`src/rtl/n101_jtag_pkg.sv`:
```
// n101_jtag_pkg: TAP states, instruction codes, DTMCS value and DMI widths
package n101_jtag_pkg;
  typedef enum logic [3:0] {
    TAP_TLR, TAP_RTI, TAP_SEL_DR, TAP_CAP_DR, TAP_SHIFT_DR, TAP_EXIT1_DR, TAP_PAUSE_DR, TAP_EXIT2_DR,
    TAP_UPD_DR, TAP_SEL_IR, TAP_CAP_IR, TAP_SHIFT_IR, TAP_EXIT1_IR, TAP_PAUSE_IR, TAP_EXIT2_IR, TAP_UPD_IR
  } tap_state_e;
  localparam logic [4:0] INS_IDCODE = 5'h01;
  localparam logic [4:0] INS_DTMCS = 5'h10;
  localparam logic [4:0] INS_DMI = 5'h11;
  localparam logic [31:0] DTMCS_VAL = {17'b0, 3'd0, 2'b00, 6'd7, 4'd1};
  localparam int DMI_ABITS = 7;
  localparam int DMI_DATA_W = 32;
  localparam int DMI_OP_W = 2;
  localparam int DMI_REQ_W = DMI_ABITS + DMI_DATA_W + DMI_OP_W;
  localparam int DMI_RSP_W = DMI_DATA_W + 2;
  function automatic tap_state_e tap_next(input tap_state_e s, input logic tms);
    tap_state_e n;
    n = TAP_TLR;
    case (s)
      TAP_TLR:      n = tms ? TAP_TLR : TAP_RTI;
      TAP_RTI:      n = tms ? TAP_SEL_DR : TAP_RTI;
      TAP_SEL_DR:   n = tms ? TAP_SEL_IR : TAP_CAP_DR;
      TAP_CAP_DR:   n = tms ? TAP_EXIT1_DR : TAP_SHIFT_DR;
      TAP_SHIFT_DR: n = tms ? TAP_EXIT1_DR : TAP_SHIFT_DR;
      TAP_EXIT1_DR: n = tms ? TAP_UPD_DR : TAP_PAUSE_DR;
      TAP_PAUSE_DR: n = tms ? TAP_EXIT2_DR : TAP_PAUSE_DR;
      TAP_EXIT2_DR: n = tms ? TAP_UPD_DR : TAP_SHIFT_DR;
      TAP_UPD_DR:   n = tms ? TAP_SEL_DR : TAP_RTI;
      TAP_SEL_IR:   n = tms ? TAP_TLR : TAP_CAP_IR;
      TAP_CAP_IR:   n = tms ? TAP_EXIT1_IR : TAP_SHIFT_IR;
      TAP_SHIFT_IR: n = tms ? TAP_EXIT1_IR : TAP_SHIFT_IR;
      TAP_EXIT1_IR: n = tms ? TAP_UPD_IR : TAP_PAUSE_IR;
      TAP_PAUSE_IR: n = tms ? TAP_EXIT2_IR : TAP_PAUSE_IR;
      TAP_EXIT2_IR: n = tms ? TAP_UPD_IR : TAP_SHIFT_IR;
      TAP_UPD_IR:   n = tms ? TAP_SEL_DR : TAP_RTI;
      default:      n = TAP_TLR;
    endcase
    return n;
  endfunction
endpackage

```
`src/rtl/n101_sync2.sv`:
```
// n101_sync2: two-flop synchronizer for one asynchronous input
module n101_sync2 (
  input  logic clk,
  input  logic rst_n,
  input  logic d,
  output logic q
);
  logic m;
  always_ff @(posedge clk or negedge rst_n)
    if (!rst_n) {q, m} <= 2'b00;
    else {q, m} <= {m, d};
endmodule

```
`src/rtl/n101_jtag_tap_sync.sv`:
```
// n101_jtag_tap_sync: clk-sampled JTAG TAP with IDCODE, DTMCS, DMI and BYPASS registers
module n101_jtag_tap_sync
  import n101_jtag_pkg::*;
#(
  parameter logic [31:0] IDCODE = 32'h1E200A6D,
  parameter int IR_LEN = 5
) (
  input  logic                 clk,
  input  logic                 rst_n,
  input  logic                 jtag_tck,
  input  logic                 jtag_tms,
  input  logic                 jtag_tdi,
  input  logic                 jtag_trst,
  output logic                 jtag_tdo,
  output logic                 jtag_drv_tdo,
  output logic                 dmi_req_valid,
  input  logic                 dmi_req_ready,
  output logic [DMI_REQ_W-1:0] dmi_req_data,
  input  logic                 dmi_rsp_valid,
  input  logic [DMI_RSP_W-1:0] dmi_rsp_data,
  output logic                 dmi_rsp_ready
);
  logic tck_s, tms_s, tdi_s, trst_s, tck_q;
  tap_state_e state, state_nx;
  logic [IR_LEN-1:0] ir, ir_sr;
  logic [DMI_REQ_W-1:0] dr_sr, dr_cap, dr_shift;
  logic [DMI_RSP_W-1:0] rsp_q;
  logic rsp_held, tck_rise, tck_fall, act, dmi_sel, dtmcs_sel, idcode_sel;
  n101_sync2 u_sync_tck (.clk(clk), .rst_n(rst_n), .d(jtag_tck), .q(tck_s));
  n101_sync2 u_sync_tms (.clk(clk), .rst_n(rst_n), .d(jtag_tms), .q(tms_s));
  n101_sync2 u_sync_tdi (.clk(clk), .rst_n(rst_n), .d(jtag_tdi), .q(tdi_s));
  n101_sync2 u_sync_trst (.clk(clk), .rst_n(rst_n), .d(jtag_trst), .q(trst_s));
  assign tck_rise = tck_s & ~tck_q;
  assign tck_fall = ~tck_s & tck_q;
  assign act = tck_rise & ~trst_s;
  assign dmi_sel = ir == IR_LEN'(INS_DMI);
  assign dtmcs_sel = ir == IR_LEN'(INS_DTMCS);
  assign idcode_sel = ir == IR_LEN'(INS_IDCODE);
  assign dmi_rsp_ready = ~rsp_held;
  always_comb begin
    state_nx = trst_s ? TAP_TLR : tck_rise ? tap_next(state, tms_s) : state;
    dr_cap = idcode_sel ? DMI_REQ_W'(IDCODE) : dtmcs_sel ? DMI_REQ_W'(DTMCS_VAL) :
             dmi_sel ? (rsp_held ? DMI_REQ_W'(rsp_q) : DMI_REQ_W'(2'b11)) : '0;
    dr_shift = dmi_sel ? {tdi_s, dr_sr[DMI_REQ_W-1:1]} :
               (idcode_sel | dtmcs_sel) ? {9'b0, tdi_s, dr_sr[31:1]} : {40'b0, tdi_s};
  end
  always_ff @(posedge clk or negedge rst_n)
    if (!rst_n) state <= TAP_TLR;
    else state <= state_nx;
  always_ff @(posedge clk or negedge rst_n)
    if (!rst_n) begin
      tck_q <= 1'b0;
      ir <= IR_LEN'(INS_IDCODE);
      ir_sr <= '0;
      dr_sr <= '0;
    end else begin
      tck_q <= tck_s;
      if (trst_s || state == TAP_TLR) ir <= IR_LEN'(INS_IDCODE);
      else if (act && state == TAP_UPD_IR) ir <= ir_sr;
      if (act && state == TAP_CAP_IR) ir_sr <= IR_LEN'(1);
      else if (act && state == TAP_SHIFT_IR) ir_sr <= {tdi_s, ir_sr[IR_LEN-1:1]};
      if (act && state == TAP_CAP_DR) dr_sr <= dr_cap;
      else if (act && state == TAP_SHIFT_DR) dr_sr <= dr_shift;
    end
  // DMI request is held until accepted; a new Update-DR while pending is dropped
  always_ff @(posedge clk or negedge rst_n)
    if (!rst_n) begin
      dmi_req_valid <= 1'b0;
      dmi_req_data <= '0;
      rsp_held <= 1'b0;
      rsp_q <= '0;
    end else begin
      if (act && state == TAP_UPD_DR && dmi_sel && dr_sr[DMI_OP_W-1:0] != '0 && !dmi_req_valid) begin
        dmi_req_valid <= 1'b1;
        dmi_req_data <= dr_sr;
      end else if (dmi_req_valid && dmi_req_ready) dmi_req_valid <= 1'b0;
      if (dmi_rsp_valid && dmi_rsp_ready) begin
        rsp_held <= 1'b1;
        rsp_q <= dmi_rsp_data;
      end else if (act && state == TAP_CAP_DR && dmi_sel) rsp_held <= 1'b0;
    end
  always_ff @(posedge clk or negedge rst_n)
    if (!rst_n) begin
      jtag_tdo <= 1'b0;
      jtag_drv_tdo <= 1'b0;
    end else if (tck_fall) begin
      jtag_drv_tdo <= state == TAP_SHIFT_IR || state == TAP_SHIFT_DR;
      jtag_tdo <= state == TAP_SHIFT_IR ? ir_sr[0] : state == TAP_SHIFT_DR ? dr_sr[0] : jtag_tdo;
    end
endmodule
```
`config.mk`:
```
export PLATFORM = sky130hd
export DESIGN_NAME = n101_jtag_tap_sync
export DESIGN_NICKNAME = d
export VERILOG_FILES = /design/src/rtl/n101_jtag_pkg.sv /design/src/rtl/n101_sync2.sv /design/src/rtl/n101_jtag_tap_sync.sv
export SDC_FILE = /design/constraint.sdc
export NUM_CORES = 1
export LEC_CHECK = 0
export CELL_PAD_IN_SITES_DETAIL_PLACEMENT = 0
export CELL_PAD_IN_SITES_GLOBAL_PLACEMENT = 1
export CORE_ASPECT_RATIO = 0.6
export CORE_MARGIN = 1
export CORE_UTILIZATION = 44
export DETAILED_ROUTE_END_ITERATION = 16
export PLACE_DENSITY_LB_ADDON = 0.3
export SYNTH_ARGS = -nofsm -noshare
export SYNTH_HDL_FRONTEND = slang
export SYNTH_SLANG_ARGS = --single-unit
```
`constraint.sdc`:
```
create_clock -name clk -period 2.7 [get_ports clk]
set_input_delay 0.54 -clock clk [delete_from_list [all_inputs] [get_ports clk]]
set_output_delay 0.54 -clock clk [all_outputs]
set_load 0.02 [all_outputs]
```
==> reports/metrics.cfg, run 1 <==
[grt]
use_met1_pct=34.1
use_met3_pct=5.60
grt_start_max_net_pins=57
grt_pass1_wl_mm=24.5
grt_pass1_vias=4392
grt_use_met2_pct=31.1
busiest_layer=met1
track_usage_pct=22.4
grt-ovfl-total=0
grt_antenna_before_repair=0

[layout]
ff_latch_area_um2=3580
n_fill_cell=1108
fin_area_um2=8040
final_cell_mix=142 x dfrtp_1, 85 x clkdlybuf4s50_1, 45 x nor2_1
antenna_cells=0
synthToLayoutAreaGrowth_pct=28.4
drive_gt1_share_pct=23.8
multi_input_area_um2=2510
layout_commonest_cell=dfrtp_1
num-nets-final=634
fin_util_pct=58.5

[yosys]
synth_cell_types=57
seq_area_frac_synth_pct=57.2
ys_async_sr_fraction_pct=100
syn_area_um2=6260
yosys_warnings=0
syn_nets=544
syn_avg_cell_area_um2=12.5
postSynthCellCount=502
ys_ff_latch=143
synth_edf_count=0
synth_ff_type=dfrtp_1

[worst_setup_path]
cp.arrival_ns=2.67
startpoint_type=flop
cpPeakStageDelay_ns=0.58
path_cells=or4b_4 -> nor2_1 -> nor4b_4 -> buf_12 -> mux2_2
end_kind=flop
cp.required_ns=3.00
reg2reg_slack_ns=0.33
slowest_stage=dfstp_2
path_class=reg2reg
path_max_fanout=40

[power]
p_comb_share_pct=8.9
ir_worst_vdd_mv=0.372
p_clk_share_pct=44.9
intPower_mw=4.26
cellPowerDensity_nw_per_um2=691
cellLeakagePower_nw=3.48
p_switching_mw=1.30
seq_power_share_pct=46.3
netSwitchingFraction_pct=23.4

[sta]
max_slew_margin_pct=52.8
fmax_ghz=0.421
finalCritPeriodShare_pct=87.9
tightest_slew_ns=0.703
hold_viol=0
fin_crit_ns=2.37
rsz0062_at_grt=no
setup_viol=0
fin_hold_ws_ns=0.0700
finalSetupTns_ns=0
clock_skew_ns=0.0103
slew_violations=0

[detailed_routing]
drc=0
wirelength_mm=15.0
antenna_left=0
wl_per_cell_um=18.8
vias=4352
avgViaCountPerCell=5.46
firstDrtPassIters=4
drt_iter0_markers=335

[placed_design]
placed_area_um2=7410
place_congestion=0.844
io_buffers=86
post-dp-hpwl_mm=9.87

[die]
dieWidth_um=156
die-area_um2=14700
core-area_um2=13700
initial_core_util_pct=45.5
rows=33
ioPinCount=87
floorplan.die.height_um=94.4

[worst_hold_path]
hold_path_class=in2async

[clock_tree]
ctsResizeCount=0
cts_buffers=17
cts-root-buf=clkbuf_16
clock_path_buffers=2
insertion_delay_ns=0.42
cts_sinks=143
clk_pin_slew_ns=0.06
postCtsHoldBufs=0
cts_tree=yes
postCtsSetupBuffers=0
cts.htree.levels=4

[outcome]
status=completed

[flow_run]
max_cap_viol_count=0

==> through the flow <==
stage / setup WS (ns) / std cells / power (mW)
2_1_floorplan: 0.510 / 502 / 2.86
3_3_place_gp: 0.405 / 765 / 3.07
3_5_place_dp: 0.359 / 765 / 3.11
4_1_cts: 0.347 / 797 / 5.61
5_1_grt: 0.259 / 797 / 5.80
6_report: 0.327 / 797 / 5.56
==> synthesized netlist by cell type (2+ instances only) <==
library cell	count	area, um^2
xnor2_1	2	17.5
nor3_1	4	20.0
and3_1	3	18.8
buf_2	3	15.0
o21ai_1	8	40.0
mux2_2	38	428
a31oi_1	3	18.8
clkbuf_1	28	105
inv_1	8	30.0
nand2b_1	4	25.0
or3b_2	2	17.5
o31ai_1	3	22.5
a32oi_1	9	78.8
a22o_1	11	96.3
o21bai_1	2	15.0
nand2_1	38	143
mux2i_1	2	20.0
buf_6	4	45.0
nand3_1	5	25.0
a21oi_1	16	80.1
nand4_1	2	12.5
nor2_1	45	169
or3_1	2	12.5
nor2b_1	6	37.5
a21o_1	3	22.5
nor3b_1	2	15.0
a211oi_1	4	30.0
or2_2	2	12.5
mux2_4	39	586
and4_1	2	17.5
a221oi_1	18	158
dfrtp_1	142	3550
o21ai_0	18	90.1
==> area by class of cell <==
cell class | instances | area share [%]
Tap cell | 192 | 2.99
Timing Repair Buffer | 107 | 13.1
Clock buffer | 19 | 5.51
Clock inverter | 13 | 2.32
Multi-Input combinational cell | 315 | 31.2
Inverter | 8 | 0.373
Sequential cell | 143 | 44.5
==> metal layers <==
layer	vias up	share of wire, %
li1	2005	-
met1	2179	50
met2	160	42
met3	8	6.7
met4	0	0.75
met5	-	0
==> power groups by stage <==
stage	registers [mW]	clock network [mW]	logic, mW
2_1_floorplan	2.53	0	0.322
3_3_place_gp	2.60	0	0.480
3_5_place_dp	2.61	0	0.500
4_1_cts	2.57	2.54	0.504
5_1_grt	2.61	2.64	0.550
6_report	2.57	2.49	0.494
==> registers in the layout, summed over array words and instances (netlist names), 4 cells and up <==
signal and count:
ir 5, state 4, rsp_q 34, dmi_req_data 41
dr_sr 41, ir_sr 5
==> path summary, 6_finish.rpt <==
| check | from | end | cells after the start |
|---|---|---|---|
| hold reg to reg | u_sync_trst.m | u_sync_trst.q | 0 |
| max in group asynchronous | rst_n | rsp_q[24] | 2 |
| hold / removal | rst_n | dmi_req_data[37] | 1 |
| setup / recovery | ir[0] | dmi_req_data[24] | 5 |
| min in group clk | u_sync_trst.m | u_sync_trst.q | 0 |
| setup reg to reg | ir[0] | dmi_req_data[24] | 5 |
==> critical path: cells and delay by family, from the launching register on <==
kind          cells  cell delay, ns
buf+inv           1            0.36
mux               1            0.37
simple gates      3            0.92
flops             1            0.58
==> logic make-up (layout without fill, tap and decap cells) <==
| logic type | Yosys count | after routing | share of synthesized area, % |
|---|---|---|---|
| compound gates | 104 | 104 | 11.8 |
| mux | 79 | 79 | 16.5 |
| buf+inv | 44 | 147 | 3.24 |
| flops | 143 | 143 | 57.2 |
| xor+xnor | 2 | 2 | 0.280 |
| simple gates | 130 | 130 | 11.0 |
No activity file was read; power rests on OpenSTA's default activity.
==> run 2, diff against run 1 <==
Settings changed: CORE_MARGIN 1 to 5.
==> reports/metrics.cfg, run 2 (synthesis gave the netlist of run 1 again) <==
[die]
dieWidth_um=164  ; was 156 um
core-area_um2=13800  ; was 13700 um^2
rows=33  ; unchanged
initial_core_util_pct=45.4  ; was 45.5%
ioPinCount=87  ; unchanged
die-area_um2=16800  ; was 14700 um^2
floorplan.die.height_um=102  ; was 94.4 um

[sta]
setup_slack_ns=0.315  ; was 0.327 ns
finalSetupTns_ns=0  ; unchanged
setup_viol=0  ; unchanged
fmax_ghz=0.419  ; was 0.421 GHz
tightest_slew_ns=1.25  ; was 0.703 ns
rsz0062_at_grt=no  ; unchanged
finalCritPeriodShare_pct=88.3  ; was 87.9%
hold_viol=0  ; unchanged
clock_skew_ns=0.0254  ; was 0.0103 ns
max_slew_margin_pct=16.1  ; was 52.8%
slew_violations=0  ; unchanged
fin_crit_ns=2.39  ; was 2.37 ns

[placed_design]
io_buffers=86  ; unchanged
place_congestion=0.843  ; was 0.844
pre_cts_slack_ns=0.374  ; was 0.359 ns
post-dp-hpwl_mm=10.1  ; was 9.87 mm

[clock_tree]
cts_sinks=143  ; unchanged
cts.htree.levels=4  ; unchanged
insertion_delay_ns=0.42  ; about the same
clk_pin_slew_ns=0.06  ; about the same
ctsResizeCount=0  ; unchanged
postCtsSetupBuffers=0  ; unchanged
cts_buffers=17  ; unchanged
cts_tree=yes  ; unchanged
clock_path_buffers=2  ; unchanged
cts-root-buf=clkbuf_16  ; unchanged
postCtsHoldBufs=0  ; unchanged

[detailed_routing]
firstDrtPassIters=5  ; was 4
drt_iter0_markers=296  ; was 335
vias=4330  ; was 4352
wirelength_mm=15.3  ; was 15.0 mm
wl_per_cell_um=19.2  ; was 18.8 um
drc=0  ; unchanged
avgViaCountPerCell=5.41  ; was 5.46
antenna_left=0  ; unchanged

[layout]
drive_gt1_share_pct=24.3  ; was 23.8%
final_cell_mix=142 x dfrtp_1, 85 x clkdlybuf4s50_1, 45 x nor2_1  ; unchanged
synthToLayoutAreaGrowth_pct=28.9  ; was 28.4%
n_fill_cell=1154  ; was 1108
num-nets-final=638  ; was 634
antenna_cells=0  ; unchanged
reg_top3=dmi_req_data: 41 flops, dr_sr: 41 flops, rsp_q: 34 flops  ; unchanged
layout_commonest_cell=dfrtp_1  ; unchanged

[power]
ir_worst_vdd_mv=0.396  ; was 0.372 mV
cellPowerDensity_nw_per_um2=690  ; was 691 nW/um^2
power.total_mw=5.57  ; was 5.56 mW
cellLeakagePower_nw=3.50  ; was 3.48 nW

[worst_setup_path]
reg2reg_slack_ns=0.31  ; was 0.33 ns
reg2reg_depth=5  ; unchanged
timing.rr.start=ir[1]  ; was ir[0]
startpoint_type=flop  ; unchanged
reg2reg_to=dr_sr[31]  ; was dmi_req_data[24]
cp.required_ns=3.04  ; was 3.00 ns
path_class=reg2reg  ; unchanged
end_kind=flop  ; unchanged
path_max_fanout=26  ; was 40
cp.arrival_ns=2.73  ; was 2.67 ns

[outcome]
status=completed  ; unchanged

[worst_hold_path]
hold_path_class=in2async  ; unchanged

[grt]
grt_start_max_net_pins=74  ; was 57
grt_antenna_before_repair=0  ; unchanged
grt-ovfl-total=0  ; unchanged
grt_pass1_wl_mm=24.3  ; was 24.5 mm
grt_pass1_vias=4349  ; was 4392
track_usage_pct=18.8  ; was 22.4%

[flow_run]
max_cap_viol_count=0  ; unchanged

[run 2: worst max-delay path: stages (launching register included)]
cell      delay [ns]
dfrtp_1         0.42
or3_1           0.45
a211oi_4        0.97
buf_4           0.26
o21ai_0         0.08
a21oi_1         0.12
[run 2: cell type report]
cell class | count | area, um^2 | area share (%)
clock buffers | 19 | 443 | 5.49
flip-flops and latches | 143 | 3580 | 44.3
well taps | 192 | 240 | 2.98
multi-input cells | 315 | 2510 | 31.0
clock inverters | 13 | 185 | 2.29
inverters | 8 | 30.0 | 0.372
repair buffers | 111 | 1090 | 13.5
[run 2: where the power goes]
part	switching (mW)	internal [mW]	total, mW
clock	0.921	1.57	2.50
sequential	0.177	2.40	2.57
combinational	0.211	0.286	0.497
total	1.31	4.26	5.57
[run 2: routing by layer]
layer | track usage [%] | part of all wire (%) | vias to the layer above
li1 | - | - | 2017
met1 | 29.3 | 49 | 2164
met2 | 25.8 | 43 | 143
met3 | 5.44 | 7.8 | 6
met4 | 4.19 | 0.31 | 0
met5 | 0 | 0 | -
[run 2: through the flow]
stage / area, um^2 / cells / hold WS [ns] / utilization (%)
finish: 8070 / 801 / 0.127 / 58.5
global route: 8070 / 801 / 0.174 / 58.5
CTS: 8070 / 801 / 0.152 / 58.5
detailed placement: 7440 / 769 / 0.335 / 54.0
global placement: 7440 / 769 / 0.334 / 54.0
floorplan: 6260 / 502 / 0.244 / -
[run 2: worst max-delay path by stage]
| stage | start | endpoint | slack [ns] | depth (start not counted) |
|---|---|---|---|---|
| final | ir[1] | dr_sr[31] | 0.31 | 5 |
| after global routing | ir[1] | dr_sr[31] | 0.16 | 5 |
| after CTS | ir[0] | dmi_req_data[24] | 0.36 | 5 |
| after detailed placement | ir[0] | dmi_req_data[23] | 0.37 | 5 |
| after global placement | ir[1] | dr_sr[31] | 0.41 | 5 |
| after floorplan | ir[0] | dmi_req_data[0] | 0.51 | 5 |
==> run 3, diff against run 2 <==
--- a/config.mk
+++ b/config.mk
@@ -9,5 +9,4 @@
 export CELL_PAD_IN_SITES_GLOBAL_PLACEMENT = 1
 export CORE_ASPECT_RATIO = 0.6
-export CORE_MARGIN = 5
 export CORE_UTILIZATION = 44
 export DETAILED_ROUTE_END_ITERATION = 16
==> constraint.sdc (replaced) <==
create_clock -name clk -period 2.7 [get_ports clk]
set_input_delay 0.81 -clock clk [delete_from_list [all_inputs] [get_ports clk]]
set_output_delay 0.81 -clock clk [all_outputs]
set_load 0.02 [all_outputs]
==> reports/metrics.cfg, run 3 (synthesis gave the netlist of run 1 again) <==
[worst_setup_path]
cp_top_family=buffers and inverters  ; was compound AO/OA/AOI/OAI gates
worstSetupStartpoint=rsp_held  ; was ir[1]
reg2reg_depth=5  ; unchanged
path_max_fanout=3  ; was 26
path_cells=inv_1 -> clkdlybuf4s50_1  ; was or3_1 -> a211oi_4 -> buf_4 -> o21ai_0 -> a21oi_1
slowest_stage=clkdlybuf4s50_1  ; was a211oi_4
timing.rr.start=ir[0]  ; was ir[1]
worst-path-buf-inv=2  ; was 1
worstSetupEndpoint=dmi_rsp_ready  ; was dr_sr[31]
startpoint_type=flop  ; unchanged
cp.arrival_ns=1.55  ; was 2.73 ns
reg2reg_slack_ns=0.36  ; was 0.31 ns
reg2reg_to=dmi_req_data[24]  ; was dr_sr[31]
end_kind=output port  ; was flop
cp.required_ns=1.89  ; was 3.04 ns
cpPeakStageDelay_ns=0.63  ; was 0.97 ns
path_class=reg2out  ; was reg2reg
cp.depth=2  ; was 5

[clock_tree]
cts_tree=yes  ; unchanged
insertion_delay_ns=0.41  ; was 0.42 ns
clock_path_buffers=2  ; unchanged
clk_pin_slew_ns=0.06  ; about the same
cts.htree.levels=4  ; unchanged
ctsResizeCount=0  ; unchanged
cts_buffers=17  ; unchanged
cts-root-buf=clkbuf_16  ; unchanged
cts_sinks=143  ; unchanged
postCtsSetupBuffers=0  ; unchanged
postCtsHoldBufs=0  ; unchanged

[detailed_routing]
wl_met1_mm=7.47  ; was 7.54 mm
wl_per_cell_um=18.1  ; was 19.2 um
dr_wl_met3_um=666  ; was 1.19 mm
drc=0  ; unchanged
wl_met2_mm=6.00  ; was 6.57 mm
drt_iter0_markers=269  ; was 296
antenna_left=0  ; unchanged
firstDrtPassIters=4  ; was 5
vias=4297  ; was 4330
routed.top_layer=met4  ; unchanged
wirelength_mm=14.3  ; was 15.3 mm
avgViaCountPerCell=5.42  ; was 5.41

[sta]
finalSetupTns_ns=0  ; unchanged
max_slew_margin_pct=50.3  ; was 16.1%
fmax_ghz=0.423  ; was 0.419 GHz
finalCritPeriodShare_pct=87.6  ; was 88.3%
fin_crit_ns=2.36  ; was 2.39 ns
rsz0062_at_grt=no  ; unchanged
clock_skew_ns=0.0104  ; was 0.0254 ns
hold_viol=0  ; unchanged
tightest_slew_ns=0.740  ; was 1.25 ns
setup_viol=0  ; unchanged
slew_violations=0  ; unchanged

[outcome]
status=completed  ; unchanged

[worst_hold_path]
hold_path_class=in2async  ; unchanged

[layout]
fin_area_um2=8010  ; was 8070 um^2
stdcell_count=793  ; was 801
final_cell_mix=142 x dfrtp_1, 85 x clkdlybuf4s50_1, 45 x nor2_1  ; unchanged
synthToLayoutAreaGrowth_pct=28.0  ; was 28.9%
layout_commonest_cell=dfrtp_1  ; unchanged
fin_util_pct=58.3  ; was 58.5%
antenna_cells=0  ; unchanged
reg_top3=dmi_req_data: 41 flops, dr_sr: 41 flops, rsp_q: 34 flops  ; unchanged
n_fill_cell=1096  ; was 1154
drive_gt1_share_pct=23.1  ; was 24.3%
num-nets-final=630  ; was 638

[power]
ir_worst_vdd_mv=0.351  ; was 0.396 mV
cellPowerDensity_nw_per_um2=682  ; was 690 nW/um^2
cellLeakagePower_nw=3.46  ; was 3.50 nW

[flow_run]
max_cap_viol_count=0  ; unchanged

[placed_design]
placed_area_um2=7410  ; was 7440 um^2
dp.cells=761  ; was 769
io_buffers=86  ; unchanged
post-dp-hpwl_mm=9.33  ; was 10.1 mm
place_congestion=0.819  ; was 0.843

[grt]
grt_pass1_vias=4304  ; was 4349
track_usage_pct=21.3  ; was 18.8%
grt-ovfl-total=0  ; unchanged
grt_start_max_net_pins=53  ; was 74
grt_antenna_before_repair=0  ; unchanged
grt_pass1_wl_mm=23.5  ; was 24.3 mm

[die]
ioPinCount=87  ; unchanged
core-area_um2=13700  ; was 13800 um^2
rows=33  ; unchanged
initial_core_util_pct=45.5  ; was 45.4%
die-area_um2=14700  ; was 16800 um^2
dieWidth_um=156  ; was 164 um
floorplan.die.height_um=94.4  ; was 102 um

## run 3: changes by cell type in the layout (fill, tap and decap cells not counted)
cell	delta
buf_4	-10
inv_6	+1
clkinv_2	-1
clkbuf_1	+1
buf_12	+2
bufinv_16	-1
## run 3: stage by stage
step / power [mW] / setup WS [ns] / hold slack, ns
after floorplan: 2.86 / 0.510 / 0.331
after global placement: 3.07 / 0.421 / 0.333
after detailed placement: 3.10 / 0.359 / 0.337
after CTS: 5.52 / 0.308 / 0.350
after global routing: 5.68 / 0.287 / 0.356
final: 5.46 / 0.336 / 0.337
## run 3: worst min path at each step
stage | startpoint | end | slack [ns] | cells past startpoint
2_1_floorplan | u_sync_tck.m | u_sync_tck.q | 0.33 | 0
3_3_place_gp | u_sync_tms.m | u_sync_tms.q | 0.33 | 0
3_5_place_dp | u_sync_tms.m | u_sync_tms.q | 0.34 | 0
4_1_cts | rst_n | dr_sr[25] | 0.35 | 1
5_1_grt | u_sync_tck.m | u_sync_tck.q | 0.36 | 0
6_report | rst_n | dr_sr[36] | 0.34 | 1
## run 3: layer usage
layer,up-vias,global-route usage (%)
li1,1987,-
met1,2180,32.6
met2,115,29.9
met3,15,3.90
met4,0,7.60
met5,-,0
## run 3: where the power goes
| group | switching [mW] | internal [mW] |
|---|---|---|
| clock | 0.918 | 1.49 |
| combinational | 0.205 | 0.286 |
| sequential | 0.170 | 2.40 |
| total | 1.29 | 4.17 |
## run 3: cell type report
type	instances	area [um^2]	share of cell area, %
Sequential cell	143	3580	44.7
Multi-Input combinational cell	315	2510	31.3
Timing Repair Buffer	103	1050	13.1
Clock buffer	20	447	5.57
Tap cell	192	240	3.00
Clock inverter	12	159	1.98
Inverter	8	30.0	0.375
